`config.mk`:
```
export PLATFORM = sky130hd
export DESIGN_NAME = jump_control
export DESIGN_NICKNAME = d
export VERILOG_FILES = /design/src/rtl/jump_ctrl_pkg.sv /design/src/rtl/jump_cond_eval.sv /design/src/rtl/jump_control.sv
export SDC_FILE = /design/constraint.sdc
export NUM_CORES = 1
export LEC_CHECK = 0
export CAP_MARGIN = 0
export CORE_MARGIN = 2
export CORE_UTILIZATION = 13
export DETAILED_ROUTE_END_ITERATION = 16
export GPL_ROUTABILITY_DRIVEN = 0
export GPL_TIMING_DRIVEN = 0
export PLACE_DENSITY = 0.88
export SYNTH_ARGS = -nofsm -noshare
export SYNTH_HDL_FRONTEND = slang
export SYNTH_HIERARCHICAL = 1
export SYNTH_SLANG_ARGS = --single-unit
```
`constraint.sdc`:
```
create_clock -name vclk -period 0.9
set_input_delay 0.18 -clock vclk [all_inputs]
set_output_delay 0.18 -clock vclk [all_outputs]
set_load 0.02 [all_outputs]
```
`src/rtl/jump_ctrl_pkg.sv`:
```
// Shared definitions for the jump controller: opcodes, flag bit positions
// and the default interrupt entry address.
package jump_ctrl_pkg;

  localparam logic [5:0] OP_JMP = 6'b011000;
  localparam logic [5:0] OP_JZ  = 6'b011100;
  localparam logic [5:0] OP_JNZ = 6'b011110;
  localparam logic [5:0] OP_JV  = 6'b011101;
  localparam logic [5:0] OP_JNV = 6'b011111;
  localparam logic [5:0] OP_RET = 6'b010000;

  localparam int unsigned FLAG_Z = 1;
  localparam int unsigned FLAG_V = 0;

  localparam logic [15:0] INT_VECTOR_DEFAULT = 16'hF000;

endpackage

```
`src/rtl/jump_cond_eval.sv`:
```
// Combinational jump decode: flags whether op is a jump and whether its
// condition holds against the execute-stage flags.
module jump_cond_eval
  import jump_ctrl_pkg::*;
(
  input  logic [5:0] op,
  input  logic [1:0] flag_ex,
  output logic       is_jump,
  output logic       taken
);

  logic flag_z;
  logic flag_v;

  assign flag_z = flag_ex[FLAG_Z];
  assign flag_v = flag_ex[FLAG_V];

  always_comb begin
    is_jump = 1'b1;
    taken   = 1'b0;
    case (op)
      OP_JMP:  taken = 1'b1;
      OP_JZ:   taken = flag_z;
      OP_JNZ:  taken = ~flag_z;
      OP_JV:   taken = flag_v;
      OP_JNV:  taken = ~flag_v;
      default: is_jump = 1'b0;
    endcase
  end

endmodule

```
`src/rtl/jump_control.sv`:
```
// PC redirect controller: taken jumps, interrupt entry and return from interrupt.
// Interrupt support (edge detect, saved return address, RET) exists only with JUMP_CTRL_INT_EN.
module jump_control
  import jump_ctrl_pkg::*;
#(
  parameter logic [15:0] INT_VECTOR = INT_VECTOR_DEFAULT
) (
  input  logic        clk,
  input  logic        reset,
  input  logic [15:0] jmp_address_pm,
  input  logic [15:0] current_address,
  input  logic [5:0]  op,
  input  logic [1:0]  flag_ex,
  input  logic        interrupt,
  output logic [15:0] jmp_loc,
  output logic        pc_mux_sel
);

  logic        is_jump;
  logic        taken;
  logic        int_event;
  logic        ret_sel;
  logic [15:0] ret_addr;

  jump_cond_eval u_cond (
    .op      (op),
    .flag_ex (flag_ex),
    .is_jump (is_jump),
    .taken   (taken)
  );

`ifdef JUMP_CTRL_INT_EN
  logic        int_dly_d;
  logic        int_dly_q;
  logic [15:0] ret_addr_d;
  logic [15:0] ret_addr_q;

  always_ff @(posedge clk or negedge reset) begin
    if (!reset) begin
      int_dly_q  <= 1'b0;
      ret_addr_q <= '0;
    end else begin
      int_dly_q  <= int_dly_d;
      ret_addr_q <= ret_addr_d;
    end
  end

  // An interrupt wins over any jump/RET in the same cycle, so the
  // sequential address of that cycle is what must be returned to.
  always_comb begin
    int_dly_d  = interrupt;
    int_event  = interrupt & ~int_dly_q;
    ret_sel    = (op == OP_RET);
    ret_addr_d = int_event ? current_address : ret_addr_q;
  end

  assign ret_addr = ret_addr_q;
`else
  logic unused_inputs;

  assign unused_inputs = ^{interrupt, current_address, clk};
  assign int_event     = 1'b0;
  assign ret_sel       = 1'b0;
  assign ret_addr      = '0;
`endif

  always_comb begin
    pc_mux_sel = 1'b0;
    jmp_loc    = jmp_address_pm;
    if (!reset) begin
      jmp_loc = '0;
    end else if (int_event) begin
      pc_mux_sel = 1'b1;
      jmp_loc    = INT_VECTOR;
    end else if (ret_sel) begin
      pc_mux_sel = 1'b1;
      jmp_loc    = ret_addr;
    end else if (is_jump && taken) begin
      pc_mux_sel = 1'b1;
    end
  end

endmodule

```
=== After elaboration in Yosys (flattened, before gate mapping) ===
Index checks and enable logic that the tools add are counted.

* Equality and inequality tests: 5
* Mux-type cells: 5
* Bitwise logic cells: 2
* Reduce and logical (&&, ||, !) cells: 2

{| class="wikitable"
|+ Operators by type and width
! cell !! number
|-
| $eq 6x5->1 const B || 5
|-
| $mux 16 || 1
|-
| $pmux 1 s5 || 1
|-
| $reduce_or 5->1 || 1
|-
| $mux 1 || 3
|-
| $not 1->1 || 2
|-
| $logic_and 1x1->1 || 1
|}

* Flip-flop bits (word level): 0
* Bits of input ports: 43
* Output and inout port bits: 17
* Logic and storage cells: 14

=== Longest topological paths before layout ===
Gate-level depths: netlist of run 1.

* Depth after elaboration: 6
* Mapped depth: 4
* Depth with buffers taken out: 4

=== By module ===
Netlist of run 1, hierarchy kept.

{| class="wikitable"
|+ Modules (own cells, without submodules)
! module !! instances !! cells an instance !! area an instance (µm²) !! seq. area each (µm²)
|-
| jump_control || 1 || 18 || 133.9 || 0.0
|-
| jump_cond_eval || 1 || 9 || 67.6 || 0.0
|}

=== Worst setup path before layout of run 1 ===
Ideal clock, no wire load.

* Path kind: input to output
* From: input port flag_ex[1]
* To: output port pc_mux_sel
* Data arrival time: 833 ps
* Path slack: -113 ps
* Stages on the path: 4
* Path buffers: 0
* Cell sequence: and4bb_2 -> a21oi_1 -> a21boi_1 -> and3_2

* Cells in the longest elaborated chain, start to end: 5

{| class="wikitable"
|+ Ends and longest elaborated chain
! what !! RTL line !! source
|-
| from (decl) || jump_control.sv:13 || <nowiki>input logic [1:0] flag_ex,</nowiki>
|-
| $not 1->1 || jump_cond_eval.sv:24 || <nowiki>OP_JNZ: taken = ~flag_z;</nowiki>
|-
| $pmux 1 s5 (*) || jump_cond_eval.sv:21 || <nowiki>case (op)</nowiki>
|-
| via taken || jump_control.sv:20 || <nowiki>logic taken;</nowiki>
|-
| $logic_and 1x1->1 (*) || jump_control.sv:78 || <nowiki>end else if (is_jump && taken) begin</nowiki>
|-
| $mux 1 (*) || jump_control.sv:78 ||
|-
| $mux 1 (*) || jump_control.sv:70 || <nowiki>if (!reset) begin</nowiki>
|-
| to (decl) || jump_control.sv:16 || <nowiki>output logic pc_mux_sel</nowiki>
|}

The timed path passes the listed nets; every way through them passes the cells marked *.

=== Worst setup path in the final report of run 1 ===
Same ends and word-level chain as after synthesis.

==> summary.md, run 1 <==
| Metric | Value |
|---|---|
| Max incr delay on CP | `0.29 ns` |
| First-pass GRT wire length | `1570 um` |
| Final period util | `1.32` |
| Critical path class | `input port to primary output` |
| I/O pin count | `60` |
| Die Height | `43.4 um` |
| Seq/Total Area, Yosys | `0` |
| Storage element area | `0 sq um` |
| Worst Path Max Fanout | `2` |
| Iter 0 DRT Violations | `1` |
| Via count | `376` |
| Crit-path cells | `buf_2 -> and4bb_2 -> a21oi_2 -> a21boi_2 -> and3_4 -> buf_6` |
| Vias per cell | `4.27` |
| Total grt overflow | `0` |
| # DRC | `0` |
| FP Rows | `14` |
| Initial Utilization | `0.137` |
| N_diodes | `0` |
| Ranking of synthesized cells by area | `and2_2 (45%), and2_1 (12%), and4bb_2 (6.2%), o2111a_2 (6.2%), buf_6 (5.6%)` |
| Slew Limit Fails | `0` |
| Die Width | `43.4 um` |
| # setup viols final | `1` |
| Fin area | `698 sq um` |
| CLK BUF | `0` |
| Slew Limit Headroom | `0.914` |
| Worst setup EP type | `primary output` |
| Seq_cells | `0` |
| Yosys warning count | `6` |
| Post-route insts no fill | `88` |
| Pwr Density | `465 nW/um^2` |
| Synth Cell Area | `201 sq um` |
| Share of layout cells above drive strength 1 | `0.694` |
| Post-placement cell count | `85` |
| Max-cap violations | `0` |
| Hold Path Class | `input port to primary output` |
| Cell taking the most area after synthesis | `and2_2` |
| Top-area cell type share of the netlist area | `0.447` |
| Final HPWL DP | `803 um` |
| Die area | `1880 sq um` |
| Placed cell areas | `649 sq um` |
| RSZ-0062 raised after global routing | `yes` |
| Peak VDD IR | `204 uV` |
| Syn Inst Count | `27` |
| DRT Pass-1 Iters | `2` |
| Core ar. | `1470 sq um` |
| Initial antenna violation count | `0` |
| Period minus WS final | `1.19 ns` |
| Final WL | `1020 um` |
| Vias in the first global route | `402` |
| Status | `finished with violations` |
| Distinct cell type count after synthesis | `13` |
| Largest net degree at the start of global routing | `10` |
| F_max | `843 MHz` |
| Final net count | `117` |
| Mean Syn Cell Area | `7.46 sq um` |
| Gr usage total | `0.103` |
| Final Hold Fails | `0` |
| CP startpoint kind | `input port` |
| Post-DRT Antenna Nets | `0` |
| Violated checks | `negative setup slack` |
| WL/cell | `11.6 um` |
| Worst path slowest cell | `and4bb_2` |
| Lkg Pwr | `0.358 nW` |
| Worst Path Arrival | `1.01 ns` |
| Worst Max-Slew Pin Slew | `0.129 ns` |
| I/O Buffers | `42` |
| Final worst slack | `-0.287 ns` |
| Area Growth Syn to Fin | `247%` |
| Syn_nets | `70` |
| Worst path required time | `0.72 ns` |
==> cells in the mapped netlist <==
cell,n
and2_2,12
and2_1,4
a21boi_1,1
a21oi_1,1
and3_2,1
and4bb_2,1
buf_6,1
inv_1,1
nand2b_1,1
nand3_1,1
nor2_2,1
o2111a_2,1
xor2_1,1
==> layout make-up <==
cell class	count	area, sq um
fill	146	773
timing repair buffer	45	435
multi-input combinational	25	228
tap	16	20.0
buffer	1	11.3
inverter	1	3.75
==> worst max-delay path: cells and delay by family <==
family                 cells  cell delay (ns)
AND/OR/NAND/NOR            2             0.47
AO/OA/AOI/OAI              2             0.15
buffers and inverters      2             0.21
==> layer usage <==
layer | global-route usage | wire length [um] | vias up
met5 | 0 | 0 | -
li1 | - | - | 180
met1 | 0.0987 | 300 | 159
met3 | 0.0292 | 144 | 0
met2 | 0.224 | 576 | 37
met4 | 0 | 0 | 0
==> cells by family (layout without fill, tap and decap cells) <==
family / Yosys count / after routing / share of synthesized area
buf+inv: 2 / 47 / 0.0745
compound gates: 3 / 3 / 0.124
xor+xnor: 1 / 1 / 0.0435
simple gates: 21 / 21 / 0.758
==> final timing paths <==
| kind | from | end | cells after the start |
|---|---|---|---|
| max | flag_ex[1] | pc_mux_sel | 6 |
| min | reset | jmp_loc[3] | 3 |
==> cell usage in the layout, fill, tap and decap left out <==
cell type        Yosys  routed
a21oi_2              0       1
buf_8                0       1
dlygate4sd2_1        0      16
and4bb_2             1       1
nand2b_1             1       1
clkdlybuf4s15_1      0       2
buf_4                0       2
buf_6                1      21
o2111a_2             1       1
a21boi_2             0       1
inv_1                1       1
nand3_1              1       1
buf_2                0       3
and3_4               0       1
and2_4               0      16
nor2_4               0       1
xor2_1               1       1
clkbuf_2             0       1
==> through the flow <==
step	hold WS [ns]	setup slack (ns)	util	TNS, ns	power (mW)
after detailed placement	1.42	-1.16	0.441	-15.83	0.298
after global placement	1.42	-1.16	0.441	-15.28	0.292
final	0.724	-0.287	0.474	-0.287	0.324
after floorplan	0.530	-0.0881	-	-0.0881	0.106
after CTS	0.729	-0.305	0.467	-0.305	0.317
after global routing	0.744	-0.312	0.474	-0.312	0.343
==> where the power goes <==
group	leakage (nW)	switching (mW)	internal [mW]	total, mW
Combinational	0.358	0.124	0.201	0.324
Clock	0	0	0	0
Sequential	0	0	0	0
Total	0.358	0.124	0.201	0.324
==> what timing repair did <==
action                                  in CTS  in global routing
hold buffers                                 0                  0
endpoints found under the setup margin      17                  3
resized for setup                          165                  7
pin swaps                                   19                  5
cloned                                       1                  0
buffers inserted                             2                  0
Note: power is estimated with default switching activity, not from simulation.
==> inputs of run 2 (changes only) <==
CORE_AREA = 2 2 39 41   (was default)
CORE_MARGIN = default   (was 2)
CORE_UTILIZATION = default   (was 13)
DIE_AREA = 0 0 41 43   (was default)
PLACE_DENSITY = 0.95   (was 0.88)
REMOVE_ABC_BUFFERS = 1   (was default)
clock period = 1.5 ns   (was 0.9 ns; I/O delays follow)
==> summary.md, run 2 (synthesized netlist as in run 1, its figures left out) <==
| Metric | Value |
|---|---|
| Critical path class | `input port to primary output` |
| # DRC | `0 (unchanged)` |
| Hold Path Class | `input port to primary output` |
| Worst Path Arrival | `1.20 ns (+0.19 ns)` |
| I/O Buffers | `42 (unchanged)` |
| # setup viols final | `0 (-1)` |
| Vias in the first global route | `373 (-7.2%)` |
| Share of layout cells above drive strength 1 | `0.551 (-0.144)` |
| Pwr Density | `261 nW/um^2 (-44%)` |
| CTS Hold Bufs | `0 (unchanged)` |
| RSZ-0062 raised after global routing | `yes` |
| Peak VDD IR | `87.1 uV (-57%)` |
| Fin area | `586 sq um (-16%)` |
| Vias per cell | `4.29 (+0.50%)` |
| Slew Limit Fails | `0 (unchanged)` |
| Worst setup EP type | `primary output` |
| Iter 0 DRT Violations | `0 (-1)` |
| CLK BUF | `0 (unchanged)` |
| Slew Limit Headroom | `0.859 (-0.0548)` |
| Die Width | `41 um (-5.5%)` |
| WL/cell | `11.6 um (-0.43%)` |
| Worst path required time | `1.20 ns (+0.48 ns)` |
| Seq_cells | `0 (unchanged)` |
| Max-cap violations | `0 (unchanged)` |
| Largest net degree at the start of global routing | `18 (+8)` |
| Total grt overflow | `0 (unchanged)` |
| F_max | `669 MHz` |
| Post-DRT Antenna Nets | `0 (unchanged)` |
| DRT Pass-1 Iters | `1 (-1)` |
| Initial antenna violation count | `0 (unchanged)` |
| Final net count | `114 (-2.6%)` |
| Die area | `1760 sq um (-6.2%)` |
| I/O pin count | `60 (unchanged)` |
| Die Height | `43 um (-0.84%)` |
| WHS | `1.12 ns (+0.398 ns)` |
| Final period util | `0.997` |
| Status | `complete, no violations` |
| Worst Max-Slew Pin Slew | `0.211 ns (+0.0826 ns)` |
| Gr usage total | `0.112 (+0.00847)` |
| Final WL | `982 um (-3.8%)` |
| Placed cell areas | `631 sq um (-2.9%)` |
| FP Rows | `14 (unchanged)` |
| Final HPWL DP | `828 um (+3.1%)` |
| Final Hold Fails | `0 (unchanged)` |
| Worst Path Max Fanout | `2 (unchanged)` |
| Period minus WS final | `1.50 ns` |
| Core ar. | `1380 sq um (-6.0%)` |
| Lkg Pwr | `0.307 nW (-14%)` |
| Initial Utilization | `0.146 (+0.00866)` |
| CP startpoint kind | `input port` |
| Most frequent cells in the layout | `clkdlybuf4s50_1 (16), clkbuf_2 (16), and2_2 (12)` |
| Storage element area | `0 sq um (unchanged)` |
| N_diodes | `0 (unchanged)` |
| Area Growth Syn to Fin | `191%` |
| First-pass GRT wire length | `1440 um (-8.4%)` |
| Via count | `365 (-2.9%)` |
## run 2: cell types whose count changed in the layout (fill, tap and decap cells not counted), sizes merged
cell           delta
buf              -25
clkdlybuf4s15     +2
dlymetal6s2s      +5
dlygate4sd2      -16
clkbuf           +15
clkdlybuf4s50    +16
## run 2: critical path: stages
cell and delay (ns):
dlymetal6s2s_1 0.13, and4bb_2 0.31, a21oi_2 0.04, a21boi_2 0.13
and3_4 0.18, buf_6 0.11
## run 2: power by group
part | switching [mW] | internal [mW] | total, mW
logic | 0.0645 | 0.0884 | 0.153
registers | 0 | 0 | 0
clock network | 0 | 0 | 0
## run 2: repair_timing
item,in CTS,in global routing
pin swaps,3,5
gates resized for setup,42,30
setup buffers,0,1
setup endpoints to repair,17,15
## run 2: path summary, 6_finish.rpt
path                     end  cells past startpoint       start
setup / recovery  pc_mux_sel                      6  flag_ex[1]
hold / removal    pc_mux_sel                      4       op[3]
## run 2: layout make-up
cell class         count  area, sq um
fillers              136          798
inverters              1         3.75
multi-input cells     25          198
well taps             16         20.0
repair buffers        43          364
## run 2: per-stage QoR
stage          worst slack [ns]  TNS, ns  cells  total power [mW]   util
2_1_floorplan             0.247        0     26            0.0587      -
5_1_grt                 -0.0439  -0.0439     85             0.165  0.423
3_5_place_dp             -0.804   -10.85     84             0.176  0.456
3_3_place_gp             -0.782   -10.52     84             0.173  0.456
6_report                0.00468        0     85             0.153  0.423
4_1_cts                  -0.273   -0.273     84             0.162  0.457
## run 2: routing by layer
layer,track usage,up-vias,part of all wire
met1,0.114,153,0.28
met2,0.203,40,0.51
li1,-,172,-
met3,0.0576,0,0.21
met4,0,0,0
met5,0,-,0
==> inputs of run 3 (changes only) <==
CAP_MARGIN = 5   (was 0)
PLACE_DENSITY = 0.86   (was 0.95)
==> summary.md, run 3 (synthesized netlist as in run 1, its figures left out) <==
| Metric | Value |
|---|---|
| Worst path slowest cell | `o2111a_2` |
| Gr usage total | `0.0949 (-0.0170)` |
| Crit-path cells | `clkbuf_2 -> nor2_2 -> o2111a_2 -> a21boi_2 -> and3_4 -> buf_6` |
| Share of layout cells above drive strength 1 | `0.536 (-0.0145)` |
| Pwr Density | `256 nW/um^2 (-1.8%)` |
| Pre-CTS WS | `-0.810 ns (-0.00543 ns)` |
| Final HPWL DP | `696 um (-16%)` |
| Vias in the first global route | `369 (-1.1%)` |
| Worst hold stages | `4 (unchanged)` |
| Hold path startpoint | `op[3]` |
| CP startpoint kind | `input port` |
| Worst Path Max Fanout | `3 (+1)` |
| Period minus WS final | `1.47 ns (-0.0269 ns)` |
| WL/cell | `9.04 um (-22%)` |
| Post-DRT Antenna Nets | `0 (unchanged)` |
| Total grt overflow | `0 (unchanged)` |
| Largest net degree at the start of global routing | `18 (unchanged)` |
| Max incr delay on CP | `0.20 ns (-0.11 ns)` |
| Lkg Pwr | `0.299 nW (-2.7%)` |
| Iter 0 DRT Violations | `0 (unchanged)` |
| # DRC | `0 (unchanged)` |
| Worst setup EP type | `primary output` |
| Worst Path Arrival | `1.17 ns (-0.03 ns)` |
| Seq_cells | `0 (unchanged)` |
| Most frequent cells in the layout | `clkdlybuf4s50_1 (16), clkbuf_2 (16), and2_2 (12)` |
| Die Height | `43 um (unchanged)` |
| Area Growth Syn to Fin | `189%` |
| FP Rows | `14 (unchanged)` |
| Vias per cell | `4.27 (-0.55%)` |
| Final period util | `0.979 (-0.0180)` |
| Status | `complete, no violations` |
| Slew Limit Fails | `0 (unchanged)` |
| Peak VDD IR | `92.8 uV (+6.5%)` |
| Storage element area | `0 sq um (unchanged)` |
| Final net count | `114 (unchanged)` |
| Initial Utilization | `0.146 (unchanged)` |
| Core ar. | `1380 sq um (unchanged)` |
| Via count | `363 (-0.55%)` |
| Final worst slack | `0.0316 ns (+0.0269 ns)` |
| # setup viols final | `0 (unchanged)` |
| WHS | `1.12 ns (+0.00301 ns)` |
| N_diodes | `0 (unchanged)` |
| Min-Delay Endpoint | `pc_mux_sel` |
| Final Util | `0.420 (-0.00271)` |
| First-pass GRT wire length | `1280 um (-11%)` |
| DRT Pass-1 Iters | `1 (unchanged)` |
| Initial antenna violation count | `0 (unchanged)` |
| Worst path required time | `1.20 ns (about the same)` |
| I/O Buffers | `42 (unchanged)` |
| Worst Max-Slew Pin Slew | `0.213 ns (+0.00184 ns)` |
| Fin area | `582 sq um (-0.64%)` |
| Die Width | `41 um (unchanged)` |
| Max-cap violations | `0 (unchanged)` |
| Final Hold Fails | `0 (unchanged)` |
| RSZ-0062 raised after global routing | `yes` |
| F_max | `681 MHz (+1.8%)` |
| I/O pin count | `60 (unchanged)` |
| Critical path class | `input port to primary output` |
| Final WL | `768 um (-22%)` |
| Die area | `1760 sq um (unchanged)` |
| Hold Path Class | `input port to primary output` |
| Slew Limit Headroom | `0.858 (-0.00122)` |
| Placed cell areas | `631 sq um (unchanged)` |
| CLK BUF | `0 (unchanged)` |
run 3: cell count changes in the layout (fill, tap and decap cells not counted), sizes merged:
cell           previous run  this run
dlymetal6s2s              5         4
clkdlybuf4s15             4         5
run 3: timing repair:
| action | CTS | global route |
|---|---|---|
| endpoints found under the setup margin | 17 | 17 |
| hold buffers | 0 | 0 |
| setup buffers | 0 | 1 |
| pin swaps | 1 | 6 |
| resized for setup | 38 | 34 |
run 3: layout make-up:
type	instances	area, sq um
fill	145	802
timing repair buffer	43	360
inverter	1	3.75
tap	16	20.0
multi-input combinational	25	198
run 3: worst max-delay path by stage:
| stage | start | to | slack (ns) | cells after the start |
|---|---|---|---|---|
| 2_1_floorplan | flag_ex[1] | pc_mux_sel | 0.25 | 4 |
| 3_3_place_gp | op[1] | pc_mux_sel | -0.79 | 6 |
| 3_5_place_dp | op[0] | pc_mux_sel | -0.81 | 6 |
| 4_1_cts | flag_ex[0] | pc_mux_sel | -0.25 | 6 |
| 5_1_grt | op[1] | pc_mux_sel | -0.02 | 6 |
| 6_report | op[1] | pc_mux_sel | 0.03 | 6 |
run 3: stage by stage:
stage               power (mW)  instances  setup TNS [ns]
finish                   0.149         85               0
global route             0.162         85         -0.0152
CTS                      0.158         84          -0.251
detailed placement       0.174         84          -10.77
global placement         0.172         84          -10.71
floorplan               0.0587         26               0
run 3: power breakdown:
group | switching (mW) | internal [mW] | leakage (nW)
Combinational | 0.0615 | 0.0876 | 0.299
Sequential | 0 | 0 | 0
Clock | 0 | 0 | 0
Total | 0.0615 | 0.0876 | 0.299
run 3: per-layer routing:
metal  wire, um  track usage  part of all wire
met5          0            0                 0
met4          0            0                 0
met3        188       0.0471              0.24
met2        309        0.156              0.40
met1        271        0.114              0.35
run 3: worst max-delay path: cells and delay by family:
family / cells / cell delay (ns)
buffers and inverters: 2 / 0.22
AND/OR/NAND/NOR: 2 / 0.30
AO/OA/AOI/OAI: 2 / 0.34
